**src/rtl/mem_copy_dma.sv**
```systemverilog
// Bus-master block copy: moves `length` bytes from src_addr to dst_addr, one read then one write per byte.
// Latency: first READ one cycle after an accepted start; done pulses 2*length+1 cycles after the start edge.
// Backpressure: none; the memory is assumed single-cycle, so the engine never stalls.
//
// Ports:
//   clk, rst_n                  clock and synchronous active-low reset
//   start, abort                command strobe (IDLE only) and early termination (READ/WRITE only)
//   src_addr, dst_addr, length  copy operands, latched on an accepted start
//   mem_rd, mem_wr, mem_add,    memory-port master side; outputs are decoded from registered
//   mem_wdata, mem_rdata        state only, mem_rdata is consumed at the end of READ
//   busy, done, xfer_count      status: active copy, one-cycle completion pulse, bytes written
module mem_copy_dma #(
  parameter int ADDR_W = 8,
  parameter int DATA_W = 8
) (
  input  logic              clk,
  input  logic              rst_n,
  input  logic              start,
  input  logic              abort,
  input  logic [ADDR_W-1:0] src_addr,
  input  logic [ADDR_W-1:0] dst_addr,
  input  logic [ADDR_W-1:0] length,
  output logic              mem_rd,
  output logic              mem_wr,
  output logic [ADDR_W-1:0] mem_add,
  output logic [DATA_W-1:0] mem_wdata,
  input  logic [DATA_W-1:0] mem_rdata,
  output logic              busy,
  output logic              done,
  output logic [ADDR_W-1:0] xfer_count
);

  typedef enum logic [1:0] {
    IDLE  = 2'd0,
    READ  = 2'd1,
    WRITE = 2'd2,
    DONE  = 2'd3
  } state_t;

  state_t state, state_nxt;

  logic [ADDR_W-1:0] src_q;
  logic [ADDR_W-1:0] dst_q;
  logic [ADDR_W-1:0] len_q;
  logic [ADDR_W-1:0] idx;
  logic [DATA_W-1:0] byte_buf;

  // The copy finishes on the write whose post-increment index reaches the latched length.
  logic last_byte;
  assign last_byte = ((idx + 1'b1) == len_q);

  // State register
  always_ff @(posedge clk) begin
    if (!rst_n) begin
      state <= IDLE;
    end else begin
      state <= state_nxt;
    end
  end

  // Next-state logic
  always_comb begin
    state_nxt = state;
    case (state)
      IDLE: begin
        if (start) begin
          // Zero-length commands go straight to completion with no memory access.
          state_nxt = (length != '0) ? READ : DONE;
        end
      end
      READ: begin
        state_nxt = abort ? DONE : WRITE;
      end
      WRITE: begin
        // An abort here still lets this write commit; it only suppresses further bytes.
        state_nxt = (abort || last_byte) ? DONE : READ;
      end
      DONE: begin
        state_nxt = IDLE;
      end
      default: begin
        state_nxt = IDLE;
      end
    endcase
  end

  // Output decode: only state and registered operands/buffer, so nothing here
  // depends combinationally on start or abort.
  always_comb begin
    mem_rd    = 1'b0;
    mem_wr    = 1'b0;
    mem_add   = '0;
    mem_wdata = '0;
    busy      = 1'b0;
    done      = 1'b0;
    case (state)
      READ: begin
        mem_rd  = 1'b1;
        mem_add = src_q + idx;
        busy    = 1'b1;
      end
      WRITE: begin
        mem_wr    = 1'b1;
        mem_add   = dst_q + idx;
        mem_wdata = byte_buf;
        busy      = 1'b1;
      end
      DONE: begin
        done = 1'b1;
      end
      default: begin
      end
    endcase
  end

  // Datapath: operand latches, byte index, read buffer and transfer counter.
  always_ff @(posedge clk) begin
    if (!rst_n) begin
      src_q      <= '0;
      dst_q      <= '0;
      len_q      <= '0;
      idx        <= '0;
      byte_buf   <= '0;
      xfer_count <= '0;
    end else begin
      case (state)
        IDLE: begin
          if (start) begin
            src_q      <= src_addr;
            dst_q      <= dst_addr;
            len_q      <= length;
            idx        <= '0;
            xfer_count <= '0;
          end
        end
        READ: begin
          // An aborted read never reaches WRITE, so its data is dropped.
          if (!abort) begin
            byte_buf <= mem_rdata;
          end
        end
        WRITE: begin
          idx        <= idx + 1'b1;
          xfer_count <= xfer_count + 1'b1;
        end
        default: begin
        end
      endcase
    end
  end

endmodule

```
**config.mk**
```make
export PLATFORM = sky130hd
export DESIGN_NAME = mem_copy_dma
export DESIGN_NICKNAME = d
export VERILOG_FILES = /design/src/rtl/mem_copy_dma.sv
export SDC_FILE = /design/constraint.sdc
export NUM_CORES = 1
export LEC_CHECK = 0
export BUFFER_PORTS_ARGS = -buffer_cell sky130_fd_sc_hd__buf_2
export CORE_AREA = 2 2 73 75
export DETAILED_ROUTE_END_ITERATION = 12
export DIE_AREA = 0 0 75 77
export PLACE_DENSITY = 0.82
export SLEW_MARGIN = 15
export SYNTH_ARGS = -nofsm -noshare
export SYNTH_HDL_FRONTEND = slang
export SYNTH_SLANG_ARGS = --single-unit
```
**constraint.sdc**
```tcl
create_clock -name clk -period 9.8 [get_ports clk]
set_input_delay 1.96 -clock clk [delete_from_list [all_inputs] [get_ports clk]]
set_output_delay 1.96 -clock clk [all_outputs]
set_load 0.01 [all_outputs]
```
==> reports/qor.csv <==
metric;value;unit
# rows;26;
VDD IR-drop max;86.7;uV
crit-path max FO;28;
Synth top cells by count;70 x nand2_1, 50 x dfxtp_1, 24 x a21boi_0;
Setup TNS Final;0;ps
WP data arrival;3210;ps
Pwr per Cell Area;143;nW/um2
WL final;5700;um
critical path capture point type;output pin;
worst endpoint required time;7840;ps
Placer Congestion;0.865;
I/O pins;64;
final core occ;64.9;%
RSZ-0062 raised after global routing;no;
Leak Pwr;1.40;nW
met3 wire length;238;um
cells along the critical path;inv_1, ha_1, buf_4, mux2_2, ha_1, a21o_1, a21oi_2, o21bai_1, or4_1, a21oi_1, and3b_1, buf_2;
fin crit share;52.8;%
clk slew on worst S/H paths;90;ps
CTS buffer count;5;
initial antenna violation count;0;
Final Skew;5.64;ps
status;completed;
Fin. Hold Viols;0;
drt drc;0;
diode count;0;
worst hold stages;2;
Critical Setup Path Class;reg -> out;
count of cell types in the netlist;38;
later-pin clock latency in the skew report;310;ps
htree depth;2;
DIE HEIGHT;77;um
Seq/Total Area, Yosys;36.1;%
FF-to-FF path depth;8;
I/O Buffers;63;
DR top layer;met4;
Mapped Avg Cell Area;8.28;um2
per-cell routed wire length;12.4;um
Post-synth EDFFs;0;
Synth area leaders;dfxtp_1 36%, nand2_1 9.5%, a21boi_0 6.5%;
setup repair bufs after CTS;0;
synthesized flop and latch total;50;
1st-iter DRT viols;110;
Post-Synthesis Cells;335;
wire length of the first global-routing pass;9710;um
count leader, synth;nand2_1;
Post-CTS Resized;0;
post-synth top area share;36.1;%
syn_nets;385;
Bufs on Longest Clock Path;2;
Routed met2 length;2730;um
Die W;75;um
vias per cell;5.11;
post-synth top area cell;dfxtp_1;
Startpoint Class;flop;
dpl hpwl;4170;um
minimum clock period;5170;ps
post-synthesis async set-or-reset flop share;0;%
Core Region;4980;um2
worst min path class;reg -> reg;
CTS tree;done;
initial core utilization;55.8;%
slowest stage delay, CP;420;ps
Post-DRT Antenna Nets;0;
CP most frequent cell;ha_1;
top_reg_cell synth;dfxtp_1;
warnings from Yosys;0;
via count;2355;
clk sink count;50;
all-layer global routing usage;21.2;%
Worst Tran Pin Value;951;ps
die area;5780;um2
hold_buf cts;0;
mapped cell area;2780;um2
Max-Cap Viols;0;
Overflow after GRT;0;
Slew headroom;36.4;%
Final nets;440;
fin. max-slew vios;0;
share of post-route cells with drive strength above 1;21.2;%
largest net degree at the start of global routing;46;
WHS;468;ps
DRT met1 WL;2650;um
vias in the first global route;2203;
slowest CP cell;or4_1;
synth-to-layout area growth;16.5;%
drt pass-1 iters;4;
Root Driver;clkbuf_8;
fmax;193;MHz
Finish-stage setup viols;0;
layout by cell type (no fill, tap or decap), types with 11 or more instances in the layout:
cell	netlist	layout
a21boi_0	24	24
and2_1	16	16
buf_2	5	63
dfxtp_1	50	50
ha_1	13	13
mux2i_1	11	11
nand2_1	70	70
nor2b_1	21	21
o21ai_0	13	13
xnor2_1	12	12
cell families after synthesis:
group | after synthesis | share of synthesized area, %
and+or+nand+nor | 147 | 25.6
AOI/OAI and AO/OA | 60 | 14.2
DFF | 50 | 36.1
buffers and inverters | 23 | 3.34
xor gates and xnor gates | 22 | 6.94
muxes | 19 | 7.21
adders and majority gates | 14 | 6.58
worst paths after layout:
path / from / end / slack (ps)
worst max-delay path: state[0] / mem_add[7] / 4630
worst min-delay path: dst_q[5] / dst_q[5] / 470
worst max register to register: state[1] / xfer_count[7] / 7350
worst min register to register: dst_q[5] / dst_q[5] / 470
layout make-up:
class	instances	area, um2
Inverter	7	26.3
Clock inverter	3	43.8
Clock buffer	5	68.8
Multi-Input combinational cell	262	1680
Tap cell	70	87.6
Fill cell	445	1750
Timing Repair Buffer	64	323
Sequential cell	50	1000
sequential cells by signal (all words and copies together), names as in the netlist:
name,cells
state,2
xfer_count,8
src_q,8
idx,8
byte_buf,8
len_q,8
dst_q,8
routing by layer:
layer / vias to the layer above / track usage [%]
met5: - / 0
met2: 59 / 35.3
met3: 7 / 4.34
li1: 1235 / -
met1: 1054 / 26.9
met4: 0 / 6.79
power by group:
group | switching, mW | leakage (nW) | internal (mW) | total [mW]
combinational | 0.0525 | 0.936 | 0.0382 | 0.0906
clock | 0.0698 | 0.0585 | 0.0765 | 0.146
sequential | 0.00828 | 0.407 | 0.216 | 0.225
worst max-delay path, delay by kind of cell, from the launching register on:
| kind | cells | cell delay (ps) |
|---|---|---|
| DFF | 1 | 350 |
| adders and majority gates | 2 | 420 |
| and+or+nand+nor | 2 | 600 |
| AOI/OAI and AO/OA | 4 | 610 |
| buffers and inverters | 3 | 520 |
| muxes | 1 | 400 |
stage by stage:
stage / cell area [um2] / setup slack [ps] / power (mW) / cells
2_1_floorplan: 2780 / 5030 / 0.294 / 335
3_3_place_gp: 3120 / 5030 / 0.318 / 453
3_5_place_dp: 3120 / 4970 / 0.320 / 453
4_1_cts: 3230 / 4620 / 0.466 / 461
5_1_grt: 3230 / 4460 / 0.488 / 461
6_report: 3230 / 4630 / 0.462 / 461
Note: power is estimated with default switching activity, not from simulation.
